$ cat src/rtl/iq_pkg.sv
// -----------------------------------------------------------------------------
// iq_pkg
// Shared definitions for the IQ front end and the demodulator blocks.
//   state_t           : byte-collection FSM states (first / second component)
//   DEFAULT_BYTE      : width of one raw input FIFO word
//   DEFAULT_SAMPLE_BYTES : bytes per I or Q sample
//   DEFAULT_DATA_SIZE : width of a quantized sample
//   DEFAULT_BITS      : fixed-point fraction bits (quantization left shift)
// No ports; constants and types only.
// -----------------------------------------------------------------------------
package iq_pkg;

    typedef enum logic {
        S_FIRST  = 1'b0,
        S_SECOND = 1'b1
    } state_t;

    localparam int DEFAULT_BYTE         = 8;
    localparam int DEFAULT_SAMPLE_BYTES = 2;
    localparam int DEFAULT_DATA_SIZE    = 32;
    localparam int DEFAULT_BITS         = 10;

endpackage

$ cat src/rtl/iq_sample_assembler.sv
// -----------------------------------------------------------------------------
// iq_sample_assembler
// Collects the bytes of one component (I or Q) into a raw two's complement
// word and presents it sign-extended and shifted left by BITS.
// Ports:
//   clock, reset  : rising-edge clock, synchronous active-high reset
//   load_i        : a byte of this component is being popped this cycle
//   byte_idx_i    : index of that byte within the component
//   data_i        : the popped byte
//   sample_o      : quantized sample, including the byte being loaded now,
//                   so the top can capture a complete pair on the final pop
// -----------------------------------------------------------------------------
module iq_sample_assembler #(
    parameter int BYTE          = 8,
    parameter int SAMPLE_BYTES  = 2,
    parameter int DATA_SIZE     = 32,
    parameter int BITS          = 10,
    parameter int LITTLE_ENDIAN = 1,
    parameter int IDX_W         = 1
) (
    input  logic                        clock,
    input  logic                        reset,
    input  logic                        load_i,
    input  logic [IDX_W-1:0]            byte_idx_i,
    input  logic [BYTE-1:0]             data_i,
    output logic signed [DATA_SIZE-1:0] sample_o
);

    localparam int W = SAMPLE_BYTES * BYTE;

    logic [W-1:0]                raw_q;
    logic [W-1:0]                raw_d;
    logic [IDX_W-1:0]            bytePos;
    logic signed [W-1:0]         rawSigned;
    logic signed [DATA_SIZE-1:0] rawExtended;

    // Place the incoming byte by endianness; all other bytes keep their value
    always_comb begin
        raw_d = raw_q;
        if (LITTLE_ENDIAN != 0) begin
            bytePos = byte_idx_i;
        end else begin
            bytePos = IDX_W'(SAMPLE_BYTES - 1) - byte_idx_i;
        end
        if (load_i) begin
            raw_d[int'(bytePos) * BYTE +: BYTE] = data_i;
        end
    end

    always_ff @(posedge clock) begin
        if (reset) begin
            raw_q <= '0;
        end else begin
            raw_q <= raw_d;
        end
    end

    // Sized cast of a signed value sign-extends before the quantization shift
    assign rawSigned   = raw_d;
    assign rawExtended = DATA_SIZE'(rawSigned);
    assign sample_o    = rawExtended <<< BITS;

endmodule

$ cat src/rtl/iq_deinterleave.sv
// -----------------------------------------------------------------------------
// iq_deinterleave
// Pops raw bytes from a first-word-fall-through FIFO, assembles an I/Q pair
// and pushes it into the I and Q output FIFOs together.
// Ports:
//   clock, reset   : rising-edge clock, synchronous active-high reset
//   in_empty       : input FIFO empty
//   in_rd_en       : pop input FIFO (data_in valid whenever in_empty = 0)
//   data_in        : input FIFO head
//   i_out_full     : I output FIFO full
//   q_out_full     : Q output FIFO full
//   out_wr_en      : push i_out / q_out into both output FIFOs
//   i_out, q_out   : registered quantized samples
//   sample_count   : pairs written since reset, wraps
// -----------------------------------------------------------------------------
module iq_deinterleave
    import iq_pkg::*;
#(
    parameter int BYTE          = DEFAULT_BYTE,
    parameter int SAMPLE_BYTES  = DEFAULT_SAMPLE_BYTES,
    parameter int DATA_SIZE     = DEFAULT_DATA_SIZE,
    parameter int BITS          = DEFAULT_BITS,
    parameter int LITTLE_ENDIAN = 1,
    parameter int Q_FIRST       = 0,
    parameter int COUNT_WIDTH   = 32
) (
    input  logic                        clock,
    input  logic                        reset,
    input  logic                        in_empty,
    output logic                        in_rd_en,
    input  logic [BYTE-1:0]             data_in,
    input  logic                        i_out_full,
    input  logic                        q_out_full,
    output logic                        out_wr_en,
    output logic signed [DATA_SIZE-1:0] i_out,
    output logic signed [DATA_SIZE-1:0] q_out,
    output logic [COUNT_WIDTH-1:0]      sample_count
);

    localparam int IDX_W = (SAMPLE_BYTES > 1) ? $clog2(SAMPLE_BYTES) : 1;
    localparam logic [IDX_W-1:0] LAST_IDX = IDX_W'(SAMPLE_BYTES - 1);

    if (SAMPLE_BYTES < 1 || SAMPLE_BYTES > 4) begin : g_badSampleBytes
        $error("iq_deinterleave: SAMPLE_BYTES must be in 1..4");
    end
    if (SAMPLE_BYTES * BYTE + BITS > DATA_SIZE) begin : g_badWidth
        $error("iq_deinterleave: SAMPLE_BYTES*BYTE + BITS exceeds DATA_SIZE");
    end

    state_t                      state_q, state_d;
    logic [IDX_W-1:0]            byteIdx_q, byteIdx_d;
    logic                        outValid_q, outValid_d;
    logic signed [DATA_SIZE-1:0] iOut_q, iOut_d;
    logic signed [DATA_SIZE-1:0] qOut_q, qOut_d;
    logic [COUNT_WIDTH-1:0]      sampleCount_q, sampleCount_d;

    logic                        lastByte;
    logic                        finalByte;
    logic                        popEn;
    logic                        writeEn;
    logic                        loadFirst;
    logic                        loadSecond;
    logic                        iLoad;
    logic                        qLoad;
    logic signed [DATA_SIZE-1:0] iSample;
    logic signed [DATA_SIZE-1:0] qSample;

    // Only the final byte of a frame waits for the output register to drain,
    // so a held pair is never overwritten while assembly keeps going
    assign lastByte   = (byteIdx_q == LAST_IDX);
    assign finalByte  = (state_q == S_SECOND) && lastByte;
    assign writeEn    = !reset && outValid_q && !i_out_full && !q_out_full;
    assign popEn      = !reset && !in_empty && (!finalByte || !outValid_q || writeEn);
    assign loadFirst  = popEn && (state_q == S_FIRST);
    assign loadSecond = popEn && (state_q == S_SECOND);
    assign iLoad      = (Q_FIRST != 0) ? loadSecond : loadFirst;
    assign qLoad      = (Q_FIRST != 0) ? loadFirst  : loadSecond;

    iq_sample_assembler #(
        .BYTE          (BYTE),
        .SAMPLE_BYTES  (SAMPLE_BYTES),
        .DATA_SIZE     (DATA_SIZE),
        .BITS          (BITS),
        .LITTLE_ENDIAN (LITTLE_ENDIAN),
        .IDX_W         (IDX_W)
    ) u_iAssembler (
        .clock      (clock),
        .reset      (reset),
        .load_i     (iLoad),
        .byte_idx_i (byteIdx_q),
        .data_i     (data_in),
        .sample_o   (iSample)
    );

    iq_sample_assembler #(
        .BYTE          (BYTE),
        .SAMPLE_BYTES  (SAMPLE_BYTES),
        .DATA_SIZE     (DATA_SIZE),
        .BITS          (BITS),
        .LITTLE_ENDIAN (LITTLE_ENDIAN),
        .IDX_W         (IDX_W)
    ) u_qAssembler (
        .clock      (clock),
        .reset      (reset),
        .load_i     (qLoad),
        .byte_idx_i (byteIdx_q),
        .data_i     (data_in),
        .sample_o   (qSample)
    );

    // Next state: a write drains the register first, then a final-byte pop in
    // the same cycle refills it so back-to-back frames have no bubble
    always_comb begin
        state_d       = state_q;
        byteIdx_d     = byteIdx_q;
        outValid_d    = outValid_q;
        iOut_d        = iOut_q;
        qOut_d        = qOut_q;
        sampleCount_d = sampleCount_q;

        if (writeEn) begin
            outValid_d    = 1'b0;
            sampleCount_d = sampleCount_q + COUNT_WIDTH'(1);
        end

        if (popEn) begin
            if (lastByte) begin
                byteIdx_d = '0;
                if (state_q == S_FIRST) begin
                    state_d = S_SECOND;
                end else begin
                    state_d    = S_FIRST;
                    outValid_d = 1'b1;
                    iOut_d     = iSample;
                    qOut_d     = qSample;
                end
            end else begin
                byteIdx_d = byteIdx_q + IDX_W'(1);
            end
        end
    end

    always_ff @(posedge clock) begin
        if (reset) begin
            state_q       <= S_FIRST;
            byteIdx_q     <= '0;
            outValid_q    <= 1'b0;
            iOut_q        <= '0;
            qOut_q        <= '0;
            sampleCount_q <= '0;
        end else begin
            state_q       <= state_d;
            byteIdx_q     <= byteIdx_d;
            outValid_q    <= outValid_d;
            iOut_q        <= iOut_d;
            qOut_q        <= qOut_d;
            sampleCount_q <= sampleCount_d;
        end
    end

    assign in_rd_en     = popEn;
    assign out_wr_en    = writeEn;
    assign i_out        = iOut_q;
    assign q_out        = qOut_q;
    assign sample_count = sampleCount_q;

endmodule
$ cat config.mk
export PLATFORM = sky130hd
export DESIGN_NAME = iq_deinterleave
export DESIGN_NICKNAME = d
export VERILOG_FILES = /design/src/rtl/iq_pkg.sv /design/src/rtl/iq_sample_assembler.sv /design/src/rtl/iq_deinterleave.sv
export SDC_FILE = /design/constraint.sdc
export NUM_CORES = 1
export LEC_CHECK = 0
export BUFFER_PORTS_ARGS = -buffer_cell sky130_fd_sc_hd__clkbuf_2
export CAP_MARGIN = 25
export CORE_ASPECT_RATIO = 1.4
export CORE_MARGIN = 2
export CORE_UTILIZATION = 45
export CTS_BUF_LIST = sky130_fd_sc_hd__clkbuf_4
export DETAILED_ROUTE_END_ITERATION = 8
export PLACE_DENSITY = 0.71
export SYNTH_ARGS = -nofsm -noshare
export SYNTH_HDL_FRONTEND = slang
export SYNTH_SLANG_ARGS = --single-unit
$ cat constraint.sdc
create_clock -name clock -period 2.2 [get_ports clock]
set_input_delay 0.44 -clock clock [delete_from_list [all_inputs] [get_ports clock]]
set_output_delay 0.44 -clock clock [all_outputs]
set_load 0.01 [all_outputs]
# After elaboration in Yosys (flattened, before gate mapping)

Cells that the tools add are included.

Memories: 0
Bits of input ports: 13
RAM bits: 0
Logic and storage cells: 42
Bits in registers: 99
Memory bits (read-only): 0
Bits in latches: 0
Output and inout port bits: 98

Bitwise operators: 1
Reductions and logical operators: 18
Muxes and demuxes: 10
Shift-type cells: 2
Divide/modulo/power cells: 0
$lt $le $gt $ge: 0
$add $sub $neg: 3
Eq/ne operators: 0
Multiply operators: 0

Operators by type and width:

| cell                                                                    | count |
|---|---|
| 4-bit negation with 33-bit output                                       | 1 |
| 8-bit by 33-bit variable shift with 16-bit output, first input constant | 1 |
| 8-bit by 33-bit variable part select with 16-bit output                 | 1 |
| 32-bit by 1-bit adder with 32-bit output, second input constant         | 1 |
| 16-bit bitwise mux                                                      | 2 |
| 16-bit 2-to-1 mux                                                       | 2 |
| 1-bit logical AND                                                       | 8 |
| 1-bit zero test                                                         | 6 |
| 1-bit 2-to-1 mux                                                        | 6 |
| 3-bit AND reduction                                                     | 1 |
| 1-bit logical OR                                                        | 2 |
| 2-bit AND reduction                                                     | 1 |
| 1-bit adder, second input constant                                      | 1 |
| 1-bit inverter                                                          | 1 |

# Logic depth before layout (Yosys ltp)

Gate-level depths: netlist (run 1).

Depth in word-level cells: 8
Depth in mapped cells: 6
Gate-level depth less buffers: 5

# Hierarchy

Synthesis (run 1) repeated with hierarchy kept, for this count alone.

Cells, all modules: 662
Area total of the unflattened synthesis: 5,894.4 µm²

Modules (own cells, without submodules):

| module              | cells an instance | sequential area each (µm²) | area each (µm²) | times used |
|---|---|---|---|---|
| iq_deinterleave     | 466               | 1,981.9                    | 3,794.9         | 1 |
| iq_sample_assembler | 98                | 320.3                      | 1,049.8         | 2 |

# Least setup slack after synthesis (run 1)

No wires, ideal clock.

Kind: register -> register
From: register sampleCount_q[9], in the netlist sample_count[9]
To: register sampleCount_q[31], in the netlist sample_count[31]
Slack: 0.254 ns
Data required time: 2.130 ns
Clock period less this slack: 1.946 ns
Library setup time: 0.070 ns
Buffers on the path: 1
Stages on the path, launching flop included: 6
Data arrival time: 1.876 ns
Path through: dfxtp_1 nand4_2 or4_1 buf_2 or4_1 a21oi_1

Word-level cells in the longest chain between the ends: 1

RTL lines:

| element                                  | line                   | RTL |
|---|---|---|
| from (decl)                              | iq_deinterleave.sv:55  | `logic [COUNT_WIDTH-1:0] sampleCount_q, sampleCount_d;` |
| from (signal assigned)                   | iq_deinterleave.sv:157 | `sampleCount_q <= sampleCount_d;` |
| 32-bit by 1-bit adder with 32-bit output | iq_deinterleave.sv:123 | `sampleCount_d = sampleCount_q + COUNT_WIDTH'(1);` |

No other way between the ends.
A chain may end at the register's enable or synchronous reset.

# Worst setup path in the final report (run 1)

From: register sampleCount_q[11], in the netlist sample_count[11]
To: register sampleCount_q[31], in the netlist sample_count[31]

Same word-level chain as after synthesis.

==> results_tabular.tex, run 1 <==
\begin{tabular}{lr}
\hline
Metric & Value \\
\hline
\multicolumn{2}{l}{\textbf{Cells and area}} \\
Final cell utilization of the core & a little over half \\
Commonest cells after routing, fill and taps aside & sky130\_fd\_sc\_hd\_\_clkbuf\_2 (90), sky130\_fd\_sc\_hd\_\_dfxtp\_1 (89), sky130\_fd\_sc\_hd\_\_a21oi\_1 (30), sky130\_fd\_sc\_hd\_\_nand2\_1 (27), sky130\_fd\_sc\_hd\_\_nor2\_1 (26) \\
Most frequent standard cell in the layout excluding fill and tap cells & sky130\_fd\_sc\_hd\_\_clkbuf\_2 \\
Fraction of layout cells with a size suffix above 1 & 26.8\% \\
Final Net Count & 480 \\
FILL cells & 748 \\
Antenna cell count & 0 \\
Area overhead of the layout relative to synthesis & 14.5\% \\
Non-filler cells in the finished layout & between 500 and 600 \\
\multicolumn{2}{l}{\textbf{Setup path}} \\
Crit-path max FO & 18 \\
Critical path buffers and inverters & 1 \\
Highest-delay cell along the critical path & sky130\_fd\_sc\_hd\_\_or4\_1 \\
Kind of end point of the critical path & flop \\
Type of origin of the critical path & flop \\
Required time of the critical path & 2.58 ns \\
Cells along the critical path & nand4\_2, or4\_1, buf\_4, or4\_1, a21oi\_1 \\
Kind of cell adding the most delay to the critical path & simple AND/OR/NAND/NOR gates \\
Critical Path Most Common Cell & sky130\_fd\_sc\_hd\_\_or4\_1 \\
Start-to-end type of the worst setup path & flop to flop \\
Delay contributed by the slowest stage of the critical path & roughly 0.53 ns \\
Arr. time, crit path & approximately 2.4 ns \\
\multicolumn{2}{l}{\textbf{Die}} \\
Count of pins on the block boundary & 111 \\
Number of cell rows & 39 \\
Initial standard-cell utilization of the core & between 40\% and 50\% \\
Area of the core & a little over 8000 um2 \\
Die footprint & 9070 um2 \\
Die X & 81.0 um \\
Die span in y & 112 um \\
\multicolumn{2}{l}{\textbf{Global routing}} \\
Global-route wire length before repair & 12800 um \\
Initial antenna violation count & 0 \\
Number of global-route vias before repair & about 2700 \\
GRT Util Overall & 17.9\% \\
Maximum number of pins on one net before global-route repair & 34 \\
Grt ovf & 0 \\
\multicolumn{2}{l}{\textbf{STA}} \\
Total negative slack for setup checks & 0 ns \\
Final number of max-transition violations & 0 \\
Final setup violating endpoints & 0 \\
Final period demand of the worst path & 2.04 ns \\
Clk\_skew & $\sim$0.012 ns \\
Final Worst Setup Slack & 0.163 ns \\
Number of hold-slack violations in the final timing report & 0 \\
Unrepaired setup endpoints after global routing & no \\
Fin crit share & 92.6\% \\
Max Clk Rate & 0.491 GHz \\
\multicolumn{2}{l}{\textbf{Status}} \\
Result of the run & finished, final reports clean \\
\multicolumn{2}{l}{\textbf{Power and ir drop}} \\
Static power due to leakage & 1.69 nW \\
Pwr/cell area & 633 nW/um2 \\
Maximum VDD drop & 0.448 mV \\
\multicolumn{2}{l}{\textbf{Drt}} \\
Ratio of routed vias to standard cells & 5.20 \\
Remaining routing DRC violations & 0 \\
Number of nets with antenna violations after routing & 0 \\
Length of the first detailed-routing pass in iterations & 4 \\
First-iteration detailed-routing DRC count & 143 \\
Vias after detailed routing & 2977 \\
Final WL & 7670 um \\
Routed wire length per instance & $\sim$13 um \\
\multicolumn{2}{l}{\textbf{Place}} \\
Pre-CTS setup slack & 0.0427 ns \\
RD Place Congestion & 0.781 \\
Count of input and output buffers & 90 \\
Post-placement cell count & 557 \\
Sum of net half-perimeters after detailed placement & 5510 um \\
\multicolumn{2}{l}{\textbf{Clocking}} \\
Clock slew at the register clock pins of the worst setup and hold paths & 0.14 ns \\
TritonCTS clock tree & yes \\
Clock sinks & 91 \\
Master cell of the clock root buffer & sky130\_fd\_sc\_hd\_\_clkbuf\_4 \\
Number of H-tree branching levels & 3 \\
Deepest clock path buffer count & 2 \\
Inserted Clock Buffers & 9 \\
Clk Latency, worst-skew pair & 0.44 ns \\
Post-CTS Hold Buffers & 0 \\
\multicolumn{2}{l}{\textbf{Synthesis}} \\
Sequential cell area fraction in the yosys report & 48.7\% \\
Synthesis-stage register bit count & 91 \\
Gate count after technology mapping & 392 \\
Number of warnings printed during yosys synthesis & 0 \\
Async set-reset flop share out of synthesis & 0\% \\
Syn avg cell area & about 9.5 um2 \\
Number of synthesized flops with an enable pin & 0 \\
Number of different library cells in the post-synthesis netlist & 44 \\
Post-synthesis instance area & around 3700 um2 \\
Main flop type after synthesis & sky130\_fd\_sc\_hd\_\_dfxtp\_1 \\
\multicolumn{2}{l}{\textbf{Hold path}} \\
Worst hold path type & primary input to flop \\
\multicolumn{2}{l}{\textbf{Job}} \\
Number of max-capacitance violations reported & 0 \\
\hline
\end{tabular}
cell type report:
type / instances / area, um2 / share of cell area [%]
flip-flops and latches: 91 / 1820 / 42.6
multi-input cells: 255 / 1630 / 38.0
repair buffers: 103 / 548 / 12.8
well taps: 102 / 128 / 2.98
clock buffers: 9 / 67.6 / 1.58
clock inverters: 7 / 66.3 / 1.55
inverters: 6 / 22.5 / 0.526
logic make-up after synthesis:
| kind of cell | count (synthesis) | synth area share, % |
|---|---|---|
| AO/OA/AOI/OAI | 89 | 16.4 |
| XOR/XNOR | 8 | 1.87 |
| adder cells (fa/ha/maj) | 1 | 0.335 |
| buffers and inverters | 65 | 9.97 |
| flip-flops | 91 | 48.7 |
| multiplexers | 17 | 4.55 |
| other | 1 | 0.100 |
| AND/OR/NAND/NOR | 120 | 18.1 |
Yosys cell counts, types with 3 or more instances:
master | number | area [um2]
sky130_fd_sc_hd__nand4_1 | 8 | 50.1
sky130_fd_sc_hd__a21oi_1 | 30 | 150
sky130_fd_sc_hd__o31ai_1 | 12 | 90.1
sky130_fd_sc_hd__buf_4 | 32 | 240
sky130_fd_sc_hd__xor2_1 | 6 | 52.6
sky130_fd_sc_hd__or3_1 | 9 | 56.3
sky130_fd_sc_hd__nor3_1 | 4 | 20.0
sky130_fd_sc_hd__or4_1 | 13 | 97.6
sky130_fd_sc_hd__dfxtp_1 | 91 | 1820
sky130_fd_sc_hd__nand3_1 | 9 | 45.0
sky130_fd_sc_hd__o2bb2ai_1 | 16 | 140
sky130_fd_sc_hd__nand2_1 | 27 | 101
sky130_fd_sc_hd__o21ai_0 | 6 | 30.0
sky130_fd_sc_hd__and2_1 | 4 | 25.0
sky130_fd_sc_hd__clkbuf_1 | 23 | 86.3
sky130_fd_sc_hd__o21ai_1 | 4 | 20.0
sky130_fd_sc_hd__a22o_1 | 16 | 140
sky130_fd_sc_hd__mux2i_1 | 17 | 170
sky130_fd_sc_hd__and4_1 | 3 | 26.3
sky130_fd_sc_hd__nor2_1 | 27 | 101
sky130_fd_sc_hd__inv_1 | 6 | 22.5
through the flow:
step | power [W] | hold WS, ns | cell area (um2)
2_1_floorplan | 0.00183 | 0.437 | 3810
3_3_place_gp | 0.00185 | 0.445 | 4150
3_5_place_dp | 0.00185 | 0.446 | 4150
4_1_cts | 0.00274 | 0.248 | 4280
5_1_grt | 0.00283 | 0.258 | 4280
6_report | 0.00271 | 0.267 | 4280
report_power, final:
group	total [W]	internal, W	switching, W	leakage [nW]
clock network	0.000902	0.000344	0.000558	0.0695
registers	0.00168	0.00167	0.0000115	0.735
logic	0.000134	0.0000421	0.0000914	0.883
flip-flops by register name, summed over array words and instances (netlist names):
name	count
state_q	1
byteIdx_q	1
u_qAssembler.raw_q	8
i_out	16
u_iAssembler.raw_q	16
q_out	16
outValid_q	1
sample_count	32
tightest hold or removal path, stage by stage:
cell	delay, ns
sky130_fd_sc_hd__clkbuf_2	0.12
sky130_fd_sc_hd__nand2_1	0.07
sky130_fd_sc_hd__a21oi_1	0.05
path summary, 6_finish.rpt:
path | from | endpoint | slack [ns] | cells past startpoint
setup / recovery | sample_count[11] | sample_count[31] | 0.16 | 5
hold reg to reg | u_qAssembler.raw_q[1] | u_qAssembler.raw_q[1] | 0.46 | 2
hold / removal | data_in[3] | u_qAssembler.raw_q[3] | 0.27 | 3
setup reg to reg | sample_count[11] | sample_count[31] | 0.16 | 5
per-layer routing:
layer  routed length (um)  up-vias  GRT usage [%]
met1                 3410     1386           22.3
met2                 3730       76           29.1
met5                    0        -              0
li1                     -     1506              -
met4                  128        0           6.44
met3                  405        9           5.19
timing repair:
action                                  CTS  global route
buffers inserted                          0             0
endpoints found under the setup margin    0             2
resized for setup                         0             2
(Power assumes the default switching activity.)
==> run 2: changes to the inputs <==
--- a/config.mk
+++ b/config.mk
@@ -10,7 +10,6 @@
 export CORE_ASPECT_RATIO = 1.4
 export CORE_MARGIN = 2
 export CORE_UTILIZATION = 45
-export CTS_BUF_LIST = sky130_fd_sc_hd__clkbuf_4
 export DETAILED_ROUTE_END_ITERATION = 8
 export PLACE_DENSITY = 0.71
 export SYNTH_ARGS = -nofsm -noshare
==> run 2 against run 1 <==
Compared with the run above:
- non-clock buffer count unchanged
- clock power is 80% higher
- wire length up 2.4%
- via count hardly changed
- clock skew is 0.0039 ns lower
- worst hold slack better by 0.12 ns
- largest cell class unchanged
- fmax increased by 0.32%
- flip-flop and latch count is the same
- total power up 26%
- first-iteration DRC count grew 2.1%
- clock-buffer cell count is 3 higher
==> results_tabular.tex, run 2 (synthesized netlist as in run 1, its figures left out) <==
\begin{tabular}{lr}
\hline
Metric & Value \\
\hline
\multicolumn{2}{l}{\textbf{STA}} \\
Unrepaired setup endpoints after global routing & no \\
Clk\_skew & between 0.007 and 0.008 ns \\
Fin crit share & a little over 90\% \\
Final number of max-transition violations & 0 \\
Total negative slack for setup checks & 0 ns \\
Final setup violating endpoints & 0 \\
Final Worst Setup Slack & 0.170 ns \\
Final period demand of the worst path & 2.03 ns \\
Max Clk Rate & just under 0.5 GHz \\
Number of hold-slack violations in the final timing report & 0 \\
\multicolumn{2}{l}{\textbf{Power and ir drop}} \\
Pwr/cell area & 767 nW/um2 \\
Maximum VDD drop & $\sim$0.47 mV \\
Static power due to leakage & 1.77 nW \\
\multicolumn{2}{l}{\textbf{Setup path}} \\
Critical Path Most Common Cell & sky130\_fd\_sc\_hd\_\_or4\_1 \\
Delay contributed by the slowest stage of the critical path & 0.54 ns \\
Crit-path max FO & 18 \\
Kind of end point of the critical path & flop \\
Required time of the critical path & around 2.5 ns \\
Highest-delay cell along the critical path & sky130\_fd\_sc\_hd\_\_or4\_1 \\
Type of origin of the critical path & flop \\
Start-to-end type of the worst setup path & flop to flop \\
Cells along the critical path & nand4\_2, or4\_1, buf\_4, or4\_1, a21oi\_1 \\
Arr. time, crit path & 2.30 ns \\
Critical path buffers and inverters & 1 \\
Kind of cell adding the most delay to the critical path & simple AND/OR/NAND/NOR gates \\
\multicolumn{2}{l}{\textbf{Clocking}} \\
Clock slew at the register clock pins of the worst setup and hold paths & $\sim$0.070 ns \\
Post-CTS Hold Buffers & 0 \\
Inserted Clock Buffers & 9 \\
Master cell of the clock root buffer & sky130\_fd\_sc\_hd\_\_clkbuf\_16 \\
Clk Latency, worst-skew pair & 0.34 ns \\
Deepest clock path buffer count & 2 \\
Number of H-tree branching levels & 3 \\
TritonCTS clock tree & yes \\
Clock sinks & 91 \\
\multicolumn{2}{l}{\textbf{Drt}} \\
Number of nets with antenna violations after routing & 0 \\
Final WL & 7850 um \\
First-iteration detailed-routing DRC count & 146 \\
Ratio of routed vias to standard cells & 5.20 \\
Length of the first detailed-routing pass in iterations & 4 \\
Remaining routing DRC violations & 0 \\
Routed wire length per instance & roughly 14 um \\
Vias after detailed routing & 2979 \\
\multicolumn{2}{l}{\textbf{Cells and area}} \\
Area overhead of the layout relative to synthesis & 19.5\% \\
FILL cells & around 730 \\
Antenna cell count & 0 \\
Max FFs per register & 32 \\
Final cell utilization of the core & 55.2\% \\
Most frequent standard cell in the layout excluding fill and tap cells & sky130\_fd\_sc\_hd\_\_clkbuf\_2 \\
Final Net Count & 480 \\
Non-filler cells in the finished layout & 573 \\
Fraction of layout cells with a size suffix above 1 & 27.4\% \\
Commonest cells after routing, fill and taps aside & sky130\_fd\_sc\_hd\_\_clkbuf\_2 (90), sky130\_fd\_sc\_hd\_\_dfxtp\_1 (89), sky130\_fd\_sc\_hd\_\_a21oi\_1 (30), sky130\_fd\_sc\_hd\_\_nand2\_1 (27), sky130\_fd\_sc\_hd\_\_nor2\_1 (26) \\
\multicolumn{2}{l}{\textbf{Die}} \\
Die footprint & 9070 um2 \\
Area of the core & 8100 um2 \\
Count of pins on the block boundary & $\sim$110 \\
Die X & roughly 81 um \\
Initial standard-cell utilization of the core & between 40\% and 50\% \\
Number of cell rows & 39 \\
Die span in y & 112 um \\
\multicolumn{2}{l}{\textbf{Global routing}} \\
Grt ovf & 0 \\
Initial antenna violation count & 0 \\
Global-route wire length before repair & between 10000 and 15000 um \\
Maximum number of pins on one net before global-route repair & 34 \\
GRT Util Overall & 18.5\% \\
Number of global-route vias before repair & 2754 \\
\multicolumn{2}{l}{\textbf{Place}} \\
Pre-CTS setup slack & between 0.04 and 0.05 ns \\
Post-placement cell count & 557 \\
Count of input and output buffers & 90 \\
RD Place Congestion & 0.781 \\
Sum of net half-perimeters after detailed placement & about 5500 um \\
\multicolumn{2}{l}{\textbf{Hold path}} \\
Worst hold path type & primary input to flop \\
\multicolumn{2}{l}{\textbf{Job}} \\
Number of max-capacitance violations reported & 0 \\
\multicolumn{2}{l}{\textbf{Status}} \\
Result of the run & finished, final reports clean \\
\hline
\end{tabular}
==> run 2: cell types whose count changed in the layout (fill, tap and decap cells not counted) <==
cell	delta
sky130_fd_sc_hd__clkbuf_16	+9
sky130_fd_sc_hd__clkbuf_4	-9
sky130_fd_sc_hd__clkbuf_8	+3
sky130_fd_sc_hd__clkinv_1	-3
==> run 2: tightest hold or removal path: stages <==
cell,delay [ns]
sky130_fd_sc_hd__clkbuf_2,0.12
sky130_fd_sc_hd__nand2_1,0.06
sky130_fd_sc_hd__a21oi_1,0.05
==> run 2: routing by layer <==
metal	wire (um)	vias up	global-route usage (%)	part of all wire [%]
met3	408	11	4.70	5.2
li1	-	1506	-	-
met4	146	0	8.36	1.9
met2	3880	74	29.8	49
met1	3420	1388	23.0	44
met5	0	-	0	0
==> run 2: area by class of cell <==
type | count | area [um2] | area share [%]
inverter | 6 | 22.5 | 0.504
multi-input combinational | 255 | 1630 | 36.4
timing repair buffer | 103 | 548 | 12.3
clock inverter | 4 | 55.1 | 1.23
tap | 102 | 128 | 2.86
clock buffer | 12 | 267 | 5.96
sequential | 91 | 1820 | 40.8
==> run 2: path summary, 6_finish.rpt <==
check                         from  slack (ns)  cells after the start                     to
max               sample_count[11]        0.17                      5       sample_count[31]
max reg2reg       sample_count[11]        0.17                      5       sample_count[31]
min                     data_in[5]        0.38                      3  u_qAssembler.raw_q[5]
min reg2reg  u_qAssembler.raw_q[1]        0.45                      2  u_qAssembler.raw_q[1]
==> run 2: metrics by stage <==
stage	total power, W	hold WS (ns)	instance area [um2]
2_1_floorplan	0.00183	0.437	3810
3_3_place_gp	0.00185	0.445	4150
3_5_place_dp	0.00185	0.446	4150
4_1_cts	0.00346	0.374	4470
5_1_grt	0.00355	0.392	4470
6_report	0.00343	0.384	4470
==> run 2: repair_timing <==
action | 4_1_cts | 5_1_grt
setup buffers | 0 | 0
setup endpoints to repair | 0 | 2
gates resized for setup | 0 | 2
==> run 2: where the power goes <==
part	switching (W)	internal (W)	leakage (nW)	total, W
registers	0.0000115	0.00166	0.735	0.00168
clock network	0.000637	0.000981	0.156	0.00162
logic	0.0000923	0.0000421	0.883	0.000134
==> run 3: changes to the inputs <==
--- a/config.mk
+++ b/config.mk
@@ -5,13 +5,14 @@
 export SDC_FILE = /design/constraint.sdc
 export NUM_CORES = 1
 export LEC_CHECK = 0
-export BUFFER_PORTS_ARGS = -buffer_cell sky130_fd_sc_hd__clkbuf_2
+export BUFFER_PORTS_ARGS = -buffer_cell sky130_fd_sc_hd__buf_2
 export CAP_MARGIN = 25
 export CORE_ASPECT_RATIO = 1.4
 export CORE_MARGIN = 2
 export CORE_UTILIZATION = 45
 export DETAILED_ROUTE_END_ITERATION = 8
 export PLACE_DENSITY = 0.71
+export SETUP_SLACK_MARGIN = 0.02
 export SYNTH_ARGS = -nofsm -noshare
 export SYNTH_HDL_FRONTEND = slang
 export SYNTH_SLANG_ARGS = --single-unit
==> run 3 against run 2 <==
Compared with the run above:
- via count up 1.3%
- sequential share of layout area up 0.27 points
- global-route usage up 0.20 points
- flip-flop and latch count unchanged
- clock power down 7%
- largest cell class unchanged
==> results_tabular.tex, run 3 (synthesized netlist as in run 1, its figures left out) <==
\begin{tabular}{lr}
\hline
Metric & Value \\
\hline
\multicolumn{2}{l}{\textbf{STA}} \\
Final setup violating endpoints & 0 \\
Worst hold margin & 0.387 ns \\
Final number of max-transition violations & 0 \\
Total negative slack for setup checks & 0 ns \\
Final Worst Setup Slack & 0.174 ns \\
Fin crit share & 92.1\% \\
Number of hold-slack violations in the final timing report & 0 \\
Final period demand of the worst path & 2.03 ns \\
Max Clk Rate & 0.494 GHz \\
Clk\_skew & 0.00598 ns \\
Unrepaired setup endpoints after global routing & no \\
\multicolumn{2}{l}{\textbf{Die}} \\
Number of cell rows & 39 \\
Die X & 81.0 um \\
Die span in y & roughly 110 um \\
Die footprint & 9070 um2 \\
Count of pins on the block boundary & about 110 \\
Area of the core & between 8000 and 9000 um2 \\
Initial standard-cell utilization of the core & 46.2\% \\
\multicolumn{2}{l}{\textbf{Job}} \\
Number of max-capacitance violations reported & 0 \\
\multicolumn{2}{l}{\textbf{Cells and area}} \\
Area overhead of the layout relative to synthesis & 18.8\% \\
Antenna cell count & 0 \\
Max FFs per register & 32 \\
Fraction of layout cells with a size suffix above 1 & between 20\% and 30\% \\
Non-filler cells in the finished layout & approximately 570 \\
Commonest cells after routing, fill and taps aside & sky130\_fd\_sc\_hd\_\_buf\_2 (90), sky130\_fd\_sc\_hd\_\_dfxtp\_1 (88), sky130\_fd\_sc\_hd\_\_a21oi\_1 (30), sky130\_fd\_sc\_hd\_\_nand2\_1 (27), sky130\_fd\_sc\_hd\_\_nor2\_1 (26) \\
Final cell utilization of the core & 54.9\% \\
Most frequent standard cell in the layout excluding fill and tap cells & sky130\_fd\_sc\_hd\_\_buf\_2 \\
Final Net Count & 480 \\
\multicolumn{2}{l}{\textbf{Hold path}} \\
Worst hold path type & primary input to flop \\
\multicolumn{2}{l}{\textbf{Drt}} \\
Length of the first detailed-routing pass in iterations & 4 \\
Final WL & just over 8000 um \\
Ratio of routed vias to standard cells & 5.27 \\
First-iteration detailed-routing DRC count & around 150 \\
Number of nets with antenna violations after routing & 0 \\
Vias after detailed routing & 3019 \\
Remaining routing DRC violations & 0 \\
Routed wire length per instance & between 10 and 15 um \\
\multicolumn{2}{l}{\textbf{Global routing}} \\
GRT Util Overall & 18.7\% \\
Maximum number of pins on one net before global-route repair & 34 \\
Busiest metal layer after global routing & met2 \\
Initial antenna violation count & 0 \\
GR met1 Demand/Resource & between 20 and 25\% \\
Global-route wire length before repair & between 10000 and 15000 um \\
Met2 GRT Util & 29.6\% \\
Grt ovf & 0 \\
Met3 layer usage reported by global route & 4.62\% \\
Number of global-route vias before repair & 2761 \\
\multicolumn{2}{l}{\textbf{Setup path}} \\
Kind of end point of the critical path & flop \\
Start-to-end type of the worst setup path & flop to flop \\
Register-to-register setup slack & between 0.15 and 0.2 ns \\
Type of origin of the critical path & flop \\
Arr. time, crit path & 2.30 ns \\
Crit-path max FO & 18 \\
Required time of the critical path & approximately 2.5 ns \\
\multicolumn{2}{l}{\textbf{Clocking}} \\
TritonCTS clock tree & yes \\
Clock sinks & 91 \\
Inserted Clock Buffers & 9 \\
Number of H-tree branching levels & 3 \\
Clock slew at the register clock pins of the worst setup and hold paths & 0.06 ns \\
Clk Latency, worst-skew pair & 0.34 ns \\
Post-CTS Hold Buffers & 0 \\
Deepest clock path buffer count & 2 \\
Master cell of the clock root buffer & sky130\_fd\_sc\_hd\_\_clkbuf\_16 \\
\multicolumn{2}{l}{\textbf{Place}} \\
Pre-CTS setup slack & -0.0152 ns \\
RD Place Congestion & 0.806 \\
Post-placement cell count & 557 \\
Count of input and output buffers & 90 \\
Sum of net half-perimeters after detailed placement & around 5700 um \\
\multicolumn{2}{l}{\textbf{Status}} \\
Result of the run & finished, final reports clean \\
\multicolumn{2}{l}{\textbf{Power and ir drop}} \\
Static power due to leakage & 1.83 nW \\
Maximum VDD drop & 0.559 mV \\
Pwr/cell area & 749 nW/um2 \\
\hline
\end{tabular}
[run 3: cell count changes in the layout (fill, tap and decap cells not counted)]
| cell | delta |
|---|---|
| sky130_fd_sc_hd__clkbuf_1 | +1 |
| sky130_fd_sc_hd__inv_6 | -1 |
| sky130_fd_sc_hd__dfxtp_1 | -1 |
| sky130_fd_sc_hd__clkinv_4 | +1 |
| sky130_fd_sc_hd__dfxtp_2 | +1 |
| sky130_fd_sc_hd__clkbuf_8 | -3 |
| sky130_fd_sc_hd__clkinv_2 | +2 |
| sky130_fd_sc_hd__buf_2 | +90 |
| sky130_fd_sc_hd__clkbuf_2 | -90 |
[run 3: worst max-delay path, cell delays in order (launching register included)]
cell and delay [ns]:
sky130_fd_sc_hd__dfxtp_1 0.39, sky130_fd_sc_hd__nand4_2 0.17, sky130_fd_sc_hd__or4_1 0.54, sky130_fd_sc_hd__buf_4 0.20
sky130_fd_sc_hd__or4_1 0.50, sky130_fd_sc_hd__a21oi_1 0.14
[run 3: where the power goes]
group / internal (W) / total [W] / switching [W]
registers: 0.00166 / 0.00168 / 0.0000116
clock network: 0.000882 / 0.00151 / 0.000632
logic: 0.0000443 / 0.000137 / 0.0000930
total: 0.00259 / 0.00333 / 0.000737
[run 3: area by class of cell]
| cell class | count | area (um2) |
|---|---|---|
| Clock buffer | 10 | 229 |
| Fill cell | 757 | 3660 |
| Multi-Input combinational cell | 255 | 1630 |
| Timing Repair Buffer | 103 | 548 |
| Sequential cell | 91 | 1830 |
| Clock inverter | 6 | 65.1 |
| Tap cell | 102 | 128 |
| Inverter | 6 | 22.5 |
[run 3: metal layers]
layer / part of all wire, % / wire length, um / up-vias
met5: 0 / 0 / -
met4: 2.4 / 193 / 0
met3: 4.7 / 383 / 14
met2: 49 / 3940 / 80
met1: 44 / 3570 / 1413
li1: - / - / 1512
[run 3: repair_timing]
| item | CTS | global route |
|---|---|---|
| endpoints found under the setup margin | 0 | 6 |
| setup buffers | 0 | 0 |
| gates resized for setup | 0 | 3 |
[run 3: final timing paths]
kind	depth (start not counted)	start	endpoint
max reg2reg	5	sample_count[11]	sample_count[31]
max	5	sample_count[11]	sample_count[31]
min	2	data_in[3]	q_out[21]
min reg2reg	1	i_out[11]	i_out[11]
[run 3: stage by stage]
| stage | cell area (um2) | power (W) |
|---|---|---|
| CTS | 4440 | 0.00335 |
| global placement | 4150 | 0.00185 |
| detailed placement | 4150 | 0.00185 |
| finish | 4440 | 0.00333 |
| floorplan | 3810 | 0.00183 |
| global route | 4440 | 0.00344 |
